$ cat src/rtl/pipeline_trace_buffer.sv
// pipeline_trace_buffer
//   Circular capture memory for the 3-stage MIPS pipeline. Samples
//   {mem_w_en, mem_r_en, wb_en, wb_res, pc} on every unfrozen cycle while
//   armed. It stops POST_TRIG samples after a PC-match trigger, then streams
//   the captured history out oldest-first.
//
//   Optional feature macro: TRACE_FREEZE_EN
//     When defined, freeze_req is registered and is high from DONE entry
//     until the final pop. When undefined, freeze_req is tied low.
//
//   Ports
//     clk, rst         clock, asynchronous active-low reset
//     arm              one-cycle pulse: clear buffer and start capturing
//     trig_pc          PC value that fires the trigger
//     freeze_in        pipeline freeze; suppresses capture and trigger
//     pc_in, wb_res_in, wb_en_in, mem_r_en_in, mem_w_en_in   sampled traffic
//     rd_req           pop one entry (DONE only)
//     rd_data/rd_valid registered pop result
//     rd_empty         no unread entries
//     state, done      IDLE=0 ARMED=1 POST=2 DONE=3; done = (state == DONE)
//     freeze_req       pipeline hold request
module pipeline_trace_buffer #(
  parameter int unsigned WORD_LEN  = 32,
  parameter int unsigned DEPTH     = 16,
  parameter int unsigned POST_TRIG = 8
) (
  input  logic                    clk,
  input  logic                    rst,
  input  logic                    arm,
  input  logic [WORD_LEN-1:0]     trig_pc,
  input  logic                    freeze_in,
  input  logic [WORD_LEN-1:0]     pc_in,
  input  logic [WORD_LEN-1:0]     wb_res_in,
  input  logic                    wb_en_in,
  input  logic                    mem_r_en_in,
  input  logic                    mem_w_en_in,
  input  logic                    rd_req,
  output logic [2*WORD_LEN+2:0]   rd_data,
  output logic                    rd_valid,
  output logic                    rd_empty,
  output logic [1:0]              state,
  output logic                    done,
  output logic                    freeze_req
);

  localparam int unsigned AW  = $clog2(DEPTH);
  localparam int unsigned DW  = 2*WORD_LEN+3;
  localparam int unsigned PCW = (POST_TRIG > 1) ? $clog2(POST_TRIG) : 1;
  localparam logic [PCW-1:0] POST_LAST = PCW'((POST_TRIG > 0) ? POST_TRIG - 1 : 0);
  localparam logic [AW:0]    FULL      = (AW+1)'(DEPTH);

  typedef enum logic [1:0] {
    S_IDLE  = 2'd0,
    S_ARMED = 2'd1,
    S_POST  = 2'd2,
    S_DONE  = 2'd3
  } state_e;

  state_e          state_q, state_d;
  logic [AW-1:0]   wr_ptr_q, wr_ptr_d;
  logic [AW:0]     count_q, count_d;
  logic [PCW-1:0]  post_cnt_q, post_cnt_d;
  logic [DW-1:0]   rd_data_q, rd_data_d;
  logic            rd_valid_q, rd_valid_d;
  logic            capture;
  logic [DW-1:0]   sample;
  logic [AW-1:0]   rd_idx;
  logic [DW-1:0]   mem [DEPTH];

  assign sample = {mem_w_en_in, mem_r_en_in, wb_en_in, wb_res_in, pc_in};

  // The oldest unread entry always sits count entries behind the write
  // pointer. Because pops only shrink count, no separate read pointer is
  // needed. A full buffer (count == DEPTH) aliases to wr_ptr itself.
  assign rd_idx = wr_ptr_q - count_q[AW-1:0];

  always_comb begin
    state_d    = state_q;
    wr_ptr_d   = wr_ptr_q;
    count_d    = count_q;
    post_cnt_d = post_cnt_q;
    rd_data_d  = rd_data_q;
    rd_valid_d = 1'b0;
    capture    = 1'b0;
    if (arm) begin
      state_d    = S_ARMED;
      wr_ptr_d   = '0;
      count_d    = '0;
      post_cnt_d = '0;
    end else begin
      case (state_q)
        S_ARMED, S_POST: begin
          if (!freeze_in) begin
            capture  = 1'b1;
            wr_ptr_d = wr_ptr_q + AW'(1);
            if (count_q != FULL) count_d = count_q + (AW+1)'(1);
            if (state_q == S_ARMED) begin
              if (pc_in == trig_pc) state_d = (POST_TRIG == 0) ? S_DONE : S_POST;
            end else if (post_cnt_q == POST_LAST) begin
              state_d = S_DONE;
            end else begin
              post_cnt_d = post_cnt_q + PCW'(1);
            end
          end
        end
        S_DONE: begin
          if (rd_req && count_q != '0) begin
            rd_data_d  = mem[rd_idx];
            rd_valid_d = 1'b1;
            count_d    = count_q - (AW+1)'(1);
          end
        end
        default: ;
      endcase
    end
  end

  always_ff @(posedge clk or negedge rst) begin
    if (!rst) begin
      state_q    <= S_IDLE;
      wr_ptr_q   <= '0;
      count_q    <= '0;
      post_cnt_q <= '0;
      rd_data_q  <= '0;
      rd_valid_q <= 1'b0;
    end else begin
      state_q    <= state_d;
      wr_ptr_q   <= wr_ptr_d;
      count_q    <= count_d;
      post_cnt_q <= post_cnt_d;
      rd_data_q  <= rd_data_d;
      rd_valid_q <= rd_valid_d;
    end
  end

  always_ff @(posedge clk) begin
    if (capture) mem[wr_ptr_q] <= sample;
  end

`ifdef TRACE_FREEZE_EN
  logic freeze_q, freeze_d;

  // High while DONE still holds unread entries; drops on the emptying pop or on arm.
  assign freeze_d = (state_d == S_DONE) && (count_d != '0);

  always_ff @(posedge clk or negedge rst) begin
    if (!rst) freeze_q <= 1'b0;
    else      freeze_q <= freeze_d;
  end

  assign freeze_req = freeze_q;
`else
  assign freeze_req = 1'b0;
`endif

  assign rd_data  = rd_data_q;
  assign rd_valid = rd_valid_q;
  assign rd_empty = (count_q == '0);
  assign state    = state_q;
  assign done     = (state_q == S_DONE);

endmodule

$ cat config.mk
export PLATFORM = sky130hd
export DESIGN_NAME = pipeline_trace_buffer
export DESIGN_NICKNAME = d
export VERILOG_FILES = /design/src/rtl/pipeline_trace_buffer.sv
export SDC_FILE = /design/constraint.sdc
export NUM_CORES = 1
export LEC_CHECK = 0
export BUFFER_PORTS_ARGS = -buffer_cell sky130_fd_sc_hd__buf_2
export CORE_UTILIZATION = 50
export CTS_CLUSTER_DIAMETER = 200
export CTS_CLUSTER_SIZE = 30
export DETAILED_ROUTE_END_ITERATION = 10
export PLACE_DENSITY = 0.68
export SLEW_MARGIN = 5
export SYNTH_ARGS = -nofsm -noshare
export SYNTH_HDL_FRONTEND = slang
export SYNTH_SLANG_ARGS = --single-unit
$ cat constraint.sdc
create_clock -name clk -period 7.5 [get_ports clk]
set_clock_uncertainty 0.15 [all_clocks]
set_input_delay 1.125 -clock clk [delete_from_list [all_inputs] [get_ports clk]]
set_output_delay 1.125 -clock clk [all_outputs]
set_load 0.03 [all_outputs]
Word level (Yosys, flattened, before mapping)
Memories as Yosys holds them, arrays and structs flattened. A register that Yosys moved wholly into a read port is not among the register bits.
Cells that the tools add are included.
{ "totals": {"regBits": 15, "ram_bits": 1072, "input_bits": 104, "out_inout_bits": 73, "wordCells": 65, "memories": 1} }
{ "mem_list": {"columns": ["name", "words", "width", "read_ports", "rd_clocked_by_memory_dff", "write_ports", "line_no", "text"], "rows": [
  ["mem", 16, 67, 1, 1, 1, "68", "logic [DW-1:0] mem [DEPTH];"]
]} }
{ "op_classes": {"add_sub_neg": 5, "eq_ne": 13, "n_mux": 27, "bitwise": 1, "n_reduce_logical": 13} }
{ "op_table": {"columns": ["op", "n"], "rows": [
  ["$eq 32x32->1", 1],
  ["$mux 5", 4],
  ["$mux 3", 5],
  ["$mux 2", 6],
  ["$mux 4", 3],
  ["$reduce_and 4->1", 3],
  ["$pmux 5 s2", 1],
  ["$mux 1", 8],
  ["$ne 2x2->1 const B", 3],
  ["$ne 3x2->1 const B", 2],
  ["$ne 3x3->1 const B", 2],
  ["$reduce_bool 3->1", 2],
  ["$add 5x1->5 const B", 1],
  ["$logic_not 5->1", 1],
  ["$ne 5x5->1 const B", 1],
  ["$reduce_bool 5->1", 1],
  ["$sub 5x1->5 const B", 1],
  ["$add 4x1->4 const B", 1],
  ["$eq 2x2->1 const B", 2],
  ["$sub 4x4->4", 1],
  ["$add 3x1->3 const B", 1],
  ["$eq 3x3->1 const B", 1],
  ["$reduce_and 3->1", 1],
  ["$eq 2x1->1 const B", 1],
  ["6 further kinds", 6]
]} }

Depth between registers and ports, before layout
{ "depth": {"ltp_word": 6, "ltp_mapped": 10, "mapped_depth_nobuf": 8} }

Worst setup path after synthesis
Ideal clock, no wire load.
{ "synth_timing": {"path_kind": "in2reg", "start": "in arm", "end": "mem mem[3][0] in the netlist's numbering, enable pin", "setup_ns": 0.574, "arrival_ns": 6.337, "t_required_ns": 6.776, "path_slack_ns": 0.438, "cell_stages": 4, "cell_sequence": "clkbuf_1 nor3_1 nand2_1 nor3_1"} }
{ "synth_via": {"elab_chain_cells": 3} }
{ "synth_rtl": {"columns": ["element", "line_no", "text"], "rows": [
  ["from (decl)", "29", "input logic arm,"],
  ["$mux 1", "85", "if (arm) begin"],
  ["$mux 1", "137", "if (capture) mem[wr_ptr_q] <= sample;"],
  ["$mux 1 (not written as such)", "137", null],
  ["to (decl)", "68", null]
]} }
No other way between the ends.

Worst setup path after layout
{ "layout_timing": {"start": "reg wr_ptr_q[0]", "end": "reg rd_data_q[65], in the netlist rd_data[65], read port of mem"} }
{ "layout_via": {"elab_chain_cells": 1} }
{ "layout_rtl": {"columns": ["element", "line_no", "text"], "rows": [
  ["from (decl)", "60", "logic [AW-1:0] wr_ptr_q, wr_ptr_d;"],
  ["from (signal assigned)", "128", "wr_ptr_q <= wr_ptr_d;"],
  ["$sub 4x4->4", "75", "assign rd_idx = wr_ptr_q - count_q[AW-1:0];"],
  ["to (decl)", "63", "logic [DW-1:0] rd_data_q, rd_data_d;"]
]} }
No other way between the ends.
A chain may end at the register's enable or synchronous reset.

==> flow_summary.ini <==
[status]
outcome = completed

[clocking]
cts_buffer_depth = 3
cts.clk_slew.worst_paths_ps = 110
h-tree-depth = 2
cts-buffers-inserted = 44
hold_buffers = 0
cts_tree = built
clock_sink_count = 1154
post-cts-setup-buffers = 0
clk-insertion-delay-late_ps = 630
cts_root_buf = clkbuf_16
cts_resized = 0

[floorplanning]
die_w_um = 299.4
start_util_pct = 50.75
num_rows = 108
dieArea_um2 = 89650
coreArea_um2 = 87160
ios = 177
die_h_um = 299.4

[grt]
grt_pass1_wl_um = 140100
first_global_vias = 20970
grt_max_degree = 118
track_usage_pct = 21.42
overflow = 0
antenna_found_initial = 6

[worst_setup_path]
cp_data_arrival_time_ps = 4400
cp_slowest_stage_delay_ps = 1160
reg2reg_depth = 8
worst-path-stages = 8
worstPathRequired_ps = 7830
crit_buf_inv = 3
cp_common_cell = inv_1
cp-end-kind = flip-flop
path_delay_family = adder cells
crit_fanout = 66
critical_path.slowest_cell = fa_4
crit_chain = inv_1 -> ha_4 -> inv_1 -> fa_4 -> buf_4 -> mux4_2 -> mux2i_1 -> o221ai_1
critical_path_class = flip-flop to flip-flop
startpoint_type = flip-flop

[layout]
seq_area_um2 = 34240
fillers = 6407
multi_input_area_um2 = 9644
area_delta_synth_final_pct = 8.275
layout-drive-gt1-share_pct = 27.33
nets = 2232

[detailed_routing]
antenna_left = 0
dr_total_vias = 20170
vias_per_cell = 6.109
dr.pass1.iters = 5
wl_per_cell_um = 28.67
routed_wl_um = 94680
drt_iter0_drc = 2225
drc = 0

[synthesis]
seq_area_frac_synth_pct = 77.42
yosysTopAreaCell = edfxtp_1
synth.avg_cell_area_um2 = 22.65
yosys-top-cells-area = edfxtp_1 (73%), mux4_2 (14%), dfrtp_1 (4.6%)
netlist-cell-type-count = 40
synth_top_area_share_pct = 72.78
synth_most_common_cell = edfxtp_1
synth_seq_cells = 1154
synth-edff-count = 1072
synth_flop_cell = edfxtp_1
synth_nets = 2073
synth_warnings = 0
async_reset_ff_share_pct = 7.106
netlist_instances = 1953
yosys-top-cells-count = edfxtp_1 (1072), mux4_2 (268), mux2i_1 (137), dfrtp_1 (82), nand2_1 (79)
syn_area_um2 = 44230

[sta]
fmax_mhz = 245.7
finalHoldViolCount = 0
tightest_slew_ps = 1105
finalCriticalPeriod_ps = 4070
worst_slack_ps = 3430
tns_ps = 0
finalSetupViolations = 0
rsz0062_at_grt = no
finalCritPeriodShare_pct = 54.27
maxSlewViolCount = 0
relSlewSlack_pct = 26.32

[placement]
place_congestion = 0.7657
dp_slack_ps = 3127
port_buffers = 175
place_hpwl_um = 50120

[pwr]
p_per_area_nw_per_um2 = 303.2
p_comb_share_pct = 28.6
seq_power_share_pct = 50.9
p_leak_nw = 15.48
p_int_w = 0.01022
clkPwrFrac_pct = 20.4
vdd_drop_max_v = 0.0003108
power_switching_w = 0.004296
switching_share_pct = 29.59

[hold_path]
hold_path_class = flip-flop to flip-flop
worstHoldPathCells = 2

[run]
drv_cap = 0
routing by layer:
layer / wire length (µm) / global-route usage [%] / vias to the layer above
met5: 13 / 0 / -
met4: 1140 / 3.341 / 2
met3: 5958 / 2.566 / 73
met2: 46410 / 34.26 / 656
met1: 41160 / 32.69 / 11000
li1: - / - / 8443
metrics by stage:
stage / instance area (µm²) / cells / util (%) / total power [W] / hold WS [ps]
after global placement: 46620 / 3221 / 53.49 / 0.01171 / 324.7
final: 47890 / 3302 / 54.94 / 0.01452 / 348.9
after CTS: 47880 / 3299 / 54.94 / 0.01466 / 352.9
after detailed placement: 46620 / 3221 / 53.49 / 0.01176 / 321.7
after floorplan: 44230 / 1953 / - / 0.01061 / 340.3
after global routing: 47880 / 3300 / 54.94 / 0.01512 / 360.0
worst register-to-register path, delay by kind of cell (launching register included):
family | cells | cell delay (ps)
fa+ha+maj | 2 | 1300
buf+inv | 3 | 1140
mux | 2 | 720
flops | 1 | 460
compound gates | 1 | 160
cell type report:
class	instances	area share, %
well taps	1155	3.018
repair buffers	215	2.592
multi-input cells	685	20.14
clock inverters	1	0.03397
clock buffers	77	2.602
flip-flops and latches	1154	71.51
diodes	3	0.01568
inverters	12	0.09406
final timing paths:
| check | start | to | slack (ps) |
|---|---|---|---|
| hold reg to reg | rd_data[47] | rd_data[47] | 350 |
| min in group asynchronous | rst | rd_data[47] | 360 |
| setup / recovery | wr_ptr_q[0] | rd_data[65] | 3430 |
| max in group asynchronous | rst | rd_data[44] | 5310 |
| setup reg to reg | wr_ptr_q[0] | rd_data[65] | 3430 |
| hold / removal | rd_data[47] | rd_data[47] | 350 |
power groups by stage:
stage / combinational [W] / sequential (W) / clock, W
2_1_floorplan: 0.00281 / 0.00780 / 0
4_1_cts: 0.00423 / 0.00740 / 0.00303
3_3_place_gp: 0.00417 / 0.00754 / 0
6_report: 0.00416 / 0.00739 / 0.00297
3_5_place_dp: 0.00421 / 0.00754 / 0
5_1_grt: 0.00446 / 0.00742 / 0.00324
flip-flops by register name, indices dropped and copies added (netlist names):
signal and cells:
mem 1072, rd_data 67, wr_ptr_q 4, post_cnt_q 3, state 2, count_q 5, rd_valid 1
cells in the final DEF, fill, tap and decap left out, types with 4 or more instances in the layout:
master / count
a21oi_1: 8
buf_12: 5
buf_2: 174
buf_4: 36
clkbuf_1: 32
clkbuf_16: 45
dfrtp_1: 82
edfxtp_1: 1072
ha_1: 13
inv_1: 12
mux2i_1: 137
mux4_2: 268
nand2_1: 79
nand4_1: 8
nor2_1: 11
nor2_4: 12
nor3_1: 4
nor3_2: 4
o221ai_1: 37
o221ai_2: 30
xnor2_1: 26
xor2_1: 12
kinds of logic after synthesis:
logic type      after synthesis  synth area share (%)
compound gates               89                 2.085
xor+xnor                     39                0.7723
fa+ha+maj                    16                0.4866
buf+inv                     114                 1.157
flops                      1154                 77.42
mux                         405                 16.75
other cells                   1              0.008479
simple gates                135                 1.321
Power figures use the tool's default switching activity.
